## src/rtl/req_ack_pkg.sv

```systemverilog
// Shared types and limits for the req/ack responder stage.
package req_ack_pkg;

  typedef enum logic [1:0] {
    IDLE = 2'd0,
    WAIT = 2'd1,
    RESP = 2'd2
  } state_e;

  localparam int unsigned ACK_DLY_MIN    = 1;
  localparam int unsigned ACK_DLY_MAX    = 3;
  localparam int unsigned DATA_W_DEFAULT = 8;

endpackage

```

## src/rtl/req_ack_responder.sv

```systemverilog
// Answers a level req/data handshake with a delayed one-cycle ack, forwards
// non-zero payloads to a valid/ready consumer and flags zero data or aborts.
module req_ack_responder
  import req_ack_pkg::*;
#(
  parameter int unsigned DATA_W  = DATA_W_DEFAULT,
  parameter int unsigned ACK_DLY = 2,
  parameter int unsigned CNT_W   = 16
) (
  input  logic              clk,
  input  logic              reset_n,
  input  logic              req,
  input  logic [DATA_W-1:0] req_data,
  output logic              ack,
  output logic              valid,
  output logic [DATA_W-1:0] data_out,
  input  logic              out_ready,
  output logic              error,
  output logic              busy,
  output logic [CNT_W-1:0]  xfer_cnt
);

  localparam int unsigned DLY_W = 2;
  localparam logic [DLY_W-1:0] DLY_LOAD = DLY_W'(ACK_DLY - 1);

  if (ACK_DLY < ACK_DLY_MIN || ACK_DLY > ACK_DLY_MAX) begin : g_bad_ack_dly
    $error("req_ack_responder: ACK_DLY must be within 1..3");
  end

  state_e              state_q, state_d;
  logic [DLY_W-1:0]    dly_q, dly_d;
  logic [DATA_W-1:0]   hold_q, hold_d;
  logic                ack_q, ack_d;
  logic                valid_q, valid_d;
  logic [DATA_W-1:0]   data_q, data_d;
  logic                error_q, error_d;
  logic                busy_q, busy_d;
  logic [CNT_W-1:0]    cnt_q, cnt_d;
  logic                slot_free;
  logic                handshake;

  assign handshake = valid_q && out_ready;
  assign slot_free = !valid_q || out_ready;

  // Next-state, delay counter and output-slot computation.
  always_comb begin
    state_d = state_q;
    dly_d   = dly_q;
    hold_d  = hold_q;
    ack_d   = 1'b0;
    error_d = 1'b0;
    valid_d = handshake ? 1'b0 : valid_q;
    data_d  = data_q;
    cnt_d   = (handshake && (cnt_q != '1)) ? cnt_q + CNT_W'(1) : cnt_q;

    case (state_q)
      IDLE: begin
        if (req) begin
          hold_d = req_data;
          dly_d  = DLY_LOAD;
          state_d = ((ACK_DLY == 1) && slot_free) ? RESP : WAIT;
        end
      end
      WAIT: begin
        if (!req) begin
          // Abort outranks any pending stall.
          error_d = 1'b1;
          dly_d   = '0;
          state_d = IDLE;
        end else if (dly_q > DLY_W'(1)) begin
          dly_d = dly_q - DLY_W'(1);
        end else begin
          dly_d = '0;
          if (slot_free) begin
            state_d = RESP;
          end
        end
      end
      RESP: begin
        state_d = IDLE;
      end
      default: begin
        state_d = IDLE;
      end
    endcase

    // Outputs of the response cycle are registered on the edge into RESP.
    if (state_d == RESP) begin
      ack_d = 1'b1;
      if (hold_d != '0) begin
        valid_d = 1'b1;
        data_d  = hold_d;
      end else begin
        error_d = 1'b1;
      end
    end

    busy_d = (state_d != IDLE);
  end

  always_ff @(posedge clk or negedge reset_n) begin
    if (!reset_n) begin
      state_q <= IDLE;
      dly_q   <= '0;
      hold_q  <= '0;
      ack_q   <= 1'b0;
      valid_q <= 1'b0;
      data_q  <= '0;
      error_q <= 1'b0;
      busy_q  <= 1'b0;
      cnt_q   <= '0;
    end else begin
      state_q <= state_d;
      dly_q   <= dly_d;
      hold_q  <= hold_d;
      ack_q   <= ack_d;
      valid_q <= valid_d;
      data_q  <= data_d;
      error_q <= error_d;
      busy_q  <= busy_d;
      cnt_q   <= cnt_d;
    end
  end

  assign ack      = ack_q;
  assign valid    = valid_q;
  assign data_out = data_q;
  assign error    = error_q;
  assign busy     = busy_q;
  assign xfer_cnt = cnt_q;

endmodule

```

## config.mk

```make
export PLATFORM = sky130hd
export DESIGN_NAME = req_ack_responder
export DESIGN_NICKNAME = d
export VERILOG_FILES = /design/src/rtl/req_ack_pkg.sv /design/src/rtl/req_ack_responder.sv
export SDC_FILE = /design/constraint.sdc
export NUM_CORES = 1
export LEC_CHECK = 0
export ABC_AREA = 1
export CAP_MARGIN = 20
export CORE_MARGIN = 2
export CORE_UTILIZATION = 35
export DETAILED_ROUTE_END_ITERATION = 6
export SLEW_MARGIN = 20
export SYNTH_ARGS = -nofsm -noshare
export SYNTH_HDL_FRONTEND = slang
export SYNTH_SLANG_ARGS = --single-unit
```

## constraint.sdc

```tcl
create_clock -name clk -period 2.5 [get_ports clk]
set_input_delay 0.375 -clock clk [delete_from_list [all_inputs] [get_ports clk]]
set_output_delay 0.375 -clock clk [all_outputs]
set_load 0.05 [all_outputs]
```

==> qor.yml <==
worstPathRequired_ns: 2.12
fin_tns_setup_ns: 0
rows: 27
endpoint_kind: "output port"
setup_violations: 0
skew_ns: 0.01237
syn_to_final_growth_pct: 29.14
syn-num-nets: 253
cp_top_family: "buffers and inverters"
antenna_left: 0
cts_hold_buf: 0
min_period_ns: 1.959
wire_per_inst_um: 11.99
status: "finished clean"
r2r_start: "xfer_cnt[0]"
h-tree-depth: 2
synth_area_sq_um: 1971
placed_area_sq_um: 2424
vias: 1648
via_per_inst: 4.616
finalWirelength_mm: 4.282
p_clk_share_pct: 23.7
nNetsFinal: 297
antenna_found_initial: 0
ir_worst_vdd_mv: 0.3710
relSlewSlack_pct: 40.42
nFillCells: 551
synth_top_area_cell: "dfrtp_1"
synthTopCellsByArea: "dfrtp_1 (51%), nand2_1 (16%), inv_1 (6.1%)"
cellInternalPower_mw: 1.404
num_io_pins: 40
cts-resized-gates: 0
power_frac_seq_pct: 37.7
initial_core_util_pct: 36.01
cts.reportedPaths.clkPinSlew_ns: 0.08
path_depth: 1
gp_congestion: 0.8575
drv_slew: 0
drive_gt1_share_pct: 7.719
hpwl_mm: 3.083
crit_fanout: 6
cts_setup_buffers: 0
p_comb_share_pct: 38.6
synth_top_area_share_pct: 50.79
ys_warn_count: 0
grt_pass1_vias: 1686
ys_ff_latch: 40
clockBufferDepth: 2
startpoint: "xfer_cnt[0]"
path_class: "flip-flop to output port"
netSwitchingFraction_pct: 40.63
antenna_cells: 0
cp-start-kind: "flip-flop"
crit_path_max_incr_delay_ns: 0.84
yosysSeqAreaShare_pct: 50.79
power_density_nw_per_um2: 929.3
clkLatencyLatePin_ns: 0.30
cts_root_buf: "clkbuf_8"
rsz0062_at_grt: "false"
grt_pass1_wl_mm: 7.583
fin_area_sq_um: 2545
dr.pass1.iters: 4
track_usage_pct: 15.33
path_buf_inv: 1
die_w_um: 79.04
p_switching_mw: 0.9608
cpMaxStageDelayCell: "clkdlybuf4s50_1"
cp_cell_sequence: "clkdlybuf4s50_1"
worstRegToRegCells: 8
fp.dieH_um: 79.04
tightest_slew_ns: 0.8937
drc: 0
fin_crit_sh_pct: 78.35
maxCapViolCount: 0
ys_types: 25
die_area_sq_um: 6247
max_freq_mhz: 510.5
cts_tree: "done"
port_buffers: 39
drtIter0Drc: 55
power.leakage_nw: 1.235
grt_max_degree: 41
avgSynthCellArea_sq_um: 8.211
hp-class: "primary input to async pin"
cts.sinks: 40
hold_viol_final: 0
cts_buffers: 5
worstPathArrival_ns: 1.58
core_area_sq_um: 5473
synthesis.instances: 240
grt_overflow: 0
[registers in the layout (all words and copies together) (netlist names)]
signal and flops:
xfer_cnt 16, data_out 8, hold_q 8, dly_q 2, state_q 2, ack 1, busy 1, error 1
valid 1
[Yosys cell counts (all sizes together)]
master  instances
o22ai           1
ha              1
nor3            5
xnor2           4
nor2           16
dfrtp          40
nand2          91
buf             3
a21oi           1
a311oi          1
xor2            4
nand3b          8
nand3          17
inv            34
nand4           5
o21ai           9
[final timing paths]
path | slack (ns) | endpoint
min | 0.20 | xfer_cnt[4]
min reg2reg | 0.47 | data_out[1]
max reg2reg | 0.60 | xfer_cnt[15]
max | 0.54 | xfer_cnt[0]
min in group clk | 0.47 | data_out[1]
max in group asynchronous | 1.74 | valid
[metal layers]
metal	global-route usage [%]	vias up	share of wire, %
met5	0	-	0
met4	4.655	0	0.79
met3	4.205	4	4.9
met2	25.34	42	48
met1	19.59	763	46
li1	-	839	-
[cell type report]
class	count	area, sq um	area share [%]
Clock buffer	6	82.58	3.245
Clock inverter	2	38.79	1.524
Tap cell	72	90.09	3.540
Timing Repair Buffer	40	392.9	15.44
Inverter	34	127.6	5.015
Sequential cell	40	1001	39.33
Multi-Input combinational cell	163	812.0	31.91
[cell families after synthesis]
| kind of cell | share of synthesized area [%] |
|---|---|
| AO/OA/AOI/OAI | 3.301 |
| XOR/XNOR | 3.555 |
| adder cells (fa/ha/maj) | 0.6348 |
| buffers and inverters | 8.000 |
| flip-flops | 50.79 |
| AND/OR/NAND/NOR | 33.71 |
[placed cells by master, fill, tap and decap left out, drive strengths merged, types with 2 or more instances in the layout]
cell type	count
o21ai	9
clkbuf	6
xor2	4
inv	34
xnor2	4
dfrtp	40
nand3	17
buf	2
nand4	5
nor2	16
nand3b	8
clkdlybuf4s50	38
nand2	91
nor3	5
[power by group through the flow]
stage	Clock [mW]	Sequential (mW)	Combinational, mW
2_1_floorplan	0	1.26	0.243
3_3_place_gp	0	0.903	0.911
3_5_place_dp	0	0.904	0.917
4_1_cts	0.579	0.894	0.922
5_1_grt	0.609	0.912	0.983
6_report	0.560	0.892	0.913
[metrics by stage]
step,utilization (%),worst slack [ns],cells,power (mW),hold slack [ns]
6_report,46.50,0.5412,357,2.365,0.1971
5_1_grt,46.50,0.4195,357,2.504,0.2836
4_1_cts,46.50,0.5294,357,2.394,0.2233
3_5_place_dp,44.28,0.5611,349,1.821,0.4593
3_3_place_gp,44.28,0.5486,349,1.813,0.4573
2_1_floorplan,-,0.5478,240,1.505,0.07941
(Power assumes the default switching activity.)
==> RTL change (same settings) <==
The output `error` loses its register stage (`error_q` becomes a continuous assignment).
--- a/src/rtl/req_ack_responder.sv
+++ b/src/rtl/req_ack_responder.sv
@@ -106,7 +106,6 @@
       ack_q   <= 1'b0;
       valid_q <= 1'b0;
       data_q  <= '0;
-      error_q <= 1'b0;
       busy_q  <= 1'b0;
       cnt_q   <= '0;
     end else begin
@@ -116,11 +115,12 @@
       ack_q   <= ack_d;
       valid_q <= valid_d;
       data_q  <= data_d;
-      error_q <= error_d;
       busy_q  <= busy_d;
       cnt_q   <= cnt_d;
     end
   end
+
+  assign error_q = error_d;
 
   assign ack      = ack_q;
   assign valid    = valid_q;
Check against the original RTL: not equivalent (Yosys sat finds a counterexample within 4 cycles, from zero or initial values and one cycle with reset_n low).
==> RTL change against the original RTL <==
Wire length down 3.6%. Utilization down 0.47 points. Global-route usage shrank 0.21 points. Synthesized area down 1.3%. Design area decreased by 1.6%. Worst setup slack worse by 0.34 ns. Sequential cell count is 1 lower. Power shrank 7.0%. Combinational power shrank 0.4%. Largest cell class unchanged.
==> RTL change: results (changes against the original RTL) <==
[logic_synthesis]
synth_commonest_cells=86 x nand2_1, 39 x dfrtp_1, 32 x inv_1, 17 x nand3_1, 12 x nor2_1
synth-xor-area-share=0.0360  ; +0.000457
synth.area.top_cells=dfrtp_1 50%, nand2_1 17%, inv_1 6.2%
synth-seq-area-share=0.502  ; -0.00633
synth-compound-area-share=0.0334  ; +0.000425
synthAdderAreaFrac=0.00643  ; +0.0000817
synth_fp_nets=252  ; -0.40%
synthCells=239  ; -0.42%
synth_mux_area_frac=0  ; unchanged

[cells_and_area]
drive_gt1_frac=0.0807  ; +0.00351
nFillCells=555  ; +0.73%

[placement]
dp_hpwl_microns=3040  ; -1.3%
place_congestion=0.865  ; +0.90%
pre_cts_ws_ns=0.0726  ; -0.489 ns

[power_and_ir_drop]
ir_drop_mv=0.548  ; +48%
p_leak_nw=1.22  ; -1.3%

[outcome]
run_status=completed

[grt]
grt_max_degree=40  ; -2.4%
grt_use_total=0.151  ; -0.00208
antenna_found_initial=0  ; unchanged

[setup_path]
crit_arrival_ns=1.92  ; +0.34 ns
rr_endpoint=xfer_cnt[8]
crit_start=state_q[0]
critPathMaxFanout=9  ; +3
reg2reg_slack_ns=0.50  ; -0.10 ns
critPathCapture=error

[timing]
finClkSkew_ns=0.00750  ; -0.00486 ns
worstMarginPinSlew_ns=0.861  ; -0.0331 ns
fin_crit_sh=0.920  ; +0.136

[routing]
drt_iter0_drc=80  ; +45%
via_per_inst=4.59  ; -0.49%
routedWlPerCell_microns=11.6  ; -3.6%

## RTL change: cell count changes in the layout (fill, tap and decap cells not counted), sizes merged
cell / unedited run / this run
buf: 2 / 4
clkdlybuf4s50: 38 / 36
bufinv: 1 / 0
clkinvlp: 0 / 1
dfrtp: 40 / 39
dlymetal6s2s: 0 / 1
## RTL change: report_power, final
group	switching, mW	leakage, nW	internal (mW)
Combinational	0.613	0.687	0.296
Sequential	0.105	0.491	0.767
Clock	0.222	0.0412	0.195
Total	0.941	1.22	1.26
## RTL change: kinds of logic after synthesis
| logic type | Yosys count |
|---|---|
| flops | 39 |
| buf+inv | 37 |
| xor+xnor | 8 |
| simple gates | 142 |
| fa+ha+maj | 1 |
| compound gates | 12 |
## RTL change: area by class of cell
cell class | instances | area, sq um | area share
sequential | 39 | 976 | 0.390
multi-input combinational | 163 | 812 | 0.324
timing repair buffer | 41 | 413 | 0.165
inverter | 34 | 128 | 0.0510
tap | 72 | 90.1 | 0.0360
clock buffer | 6 | 72.6 | 0.0290
clock inverter | 2 | 12.5 | 0.00500
## RTL change: how the worst min path moves through the flow
stage	to	slack [ns]
6_report	xfer_cnt[2]	0.19
4_1_cts	xfer_cnt[2]	0.21
3_3_place_gp	data_out[2]	0.46
5_1_grt	xfer_cnt[3]	0.26
2_1_floorplan	ack	0.08
3_5_place_dp	data_out[2]	0.46
## RTL change: timing repair
item                                    4_1_cts  5_1_grt
resized for setup                             0        1
hold buffers                                  0        0
endpoints found under the setup margin        0        1
## RTL change: per-stage QoR
step | instance area, sq um | utilization | hold slack, ns
6_report | 2500 | 0.460 | 0.190
3_3_place_gp | 2420 | 0.444 | 0.461
5_1_grt | 2500 | 0.460 | 0.257
2_1_floorplan | 1950 | - | 0.0794
4_1_cts | 2500 | 0.460 | 0.215
3_5_place_dp | 2420 | 0.444 | 0.462
## RTL change: layer usage
layer  global-route usage  wire (microns)
met5                    0               0
met4               0.0579              65
met3               0.0402             242
met2                0.247            1980
met1                0.191            1840
## RTL change: critical path, cell delays in order, from the launching register on
cell	delay [ns]
dfrtp_1	0.46
nor2_4	0.27
nand3b_1	0.12
nand2_1	0.10
nand2_1	0.06
nor2_2	0.14
nand2_4	0.05
o22ai_1	0.23
buf_12	0.18
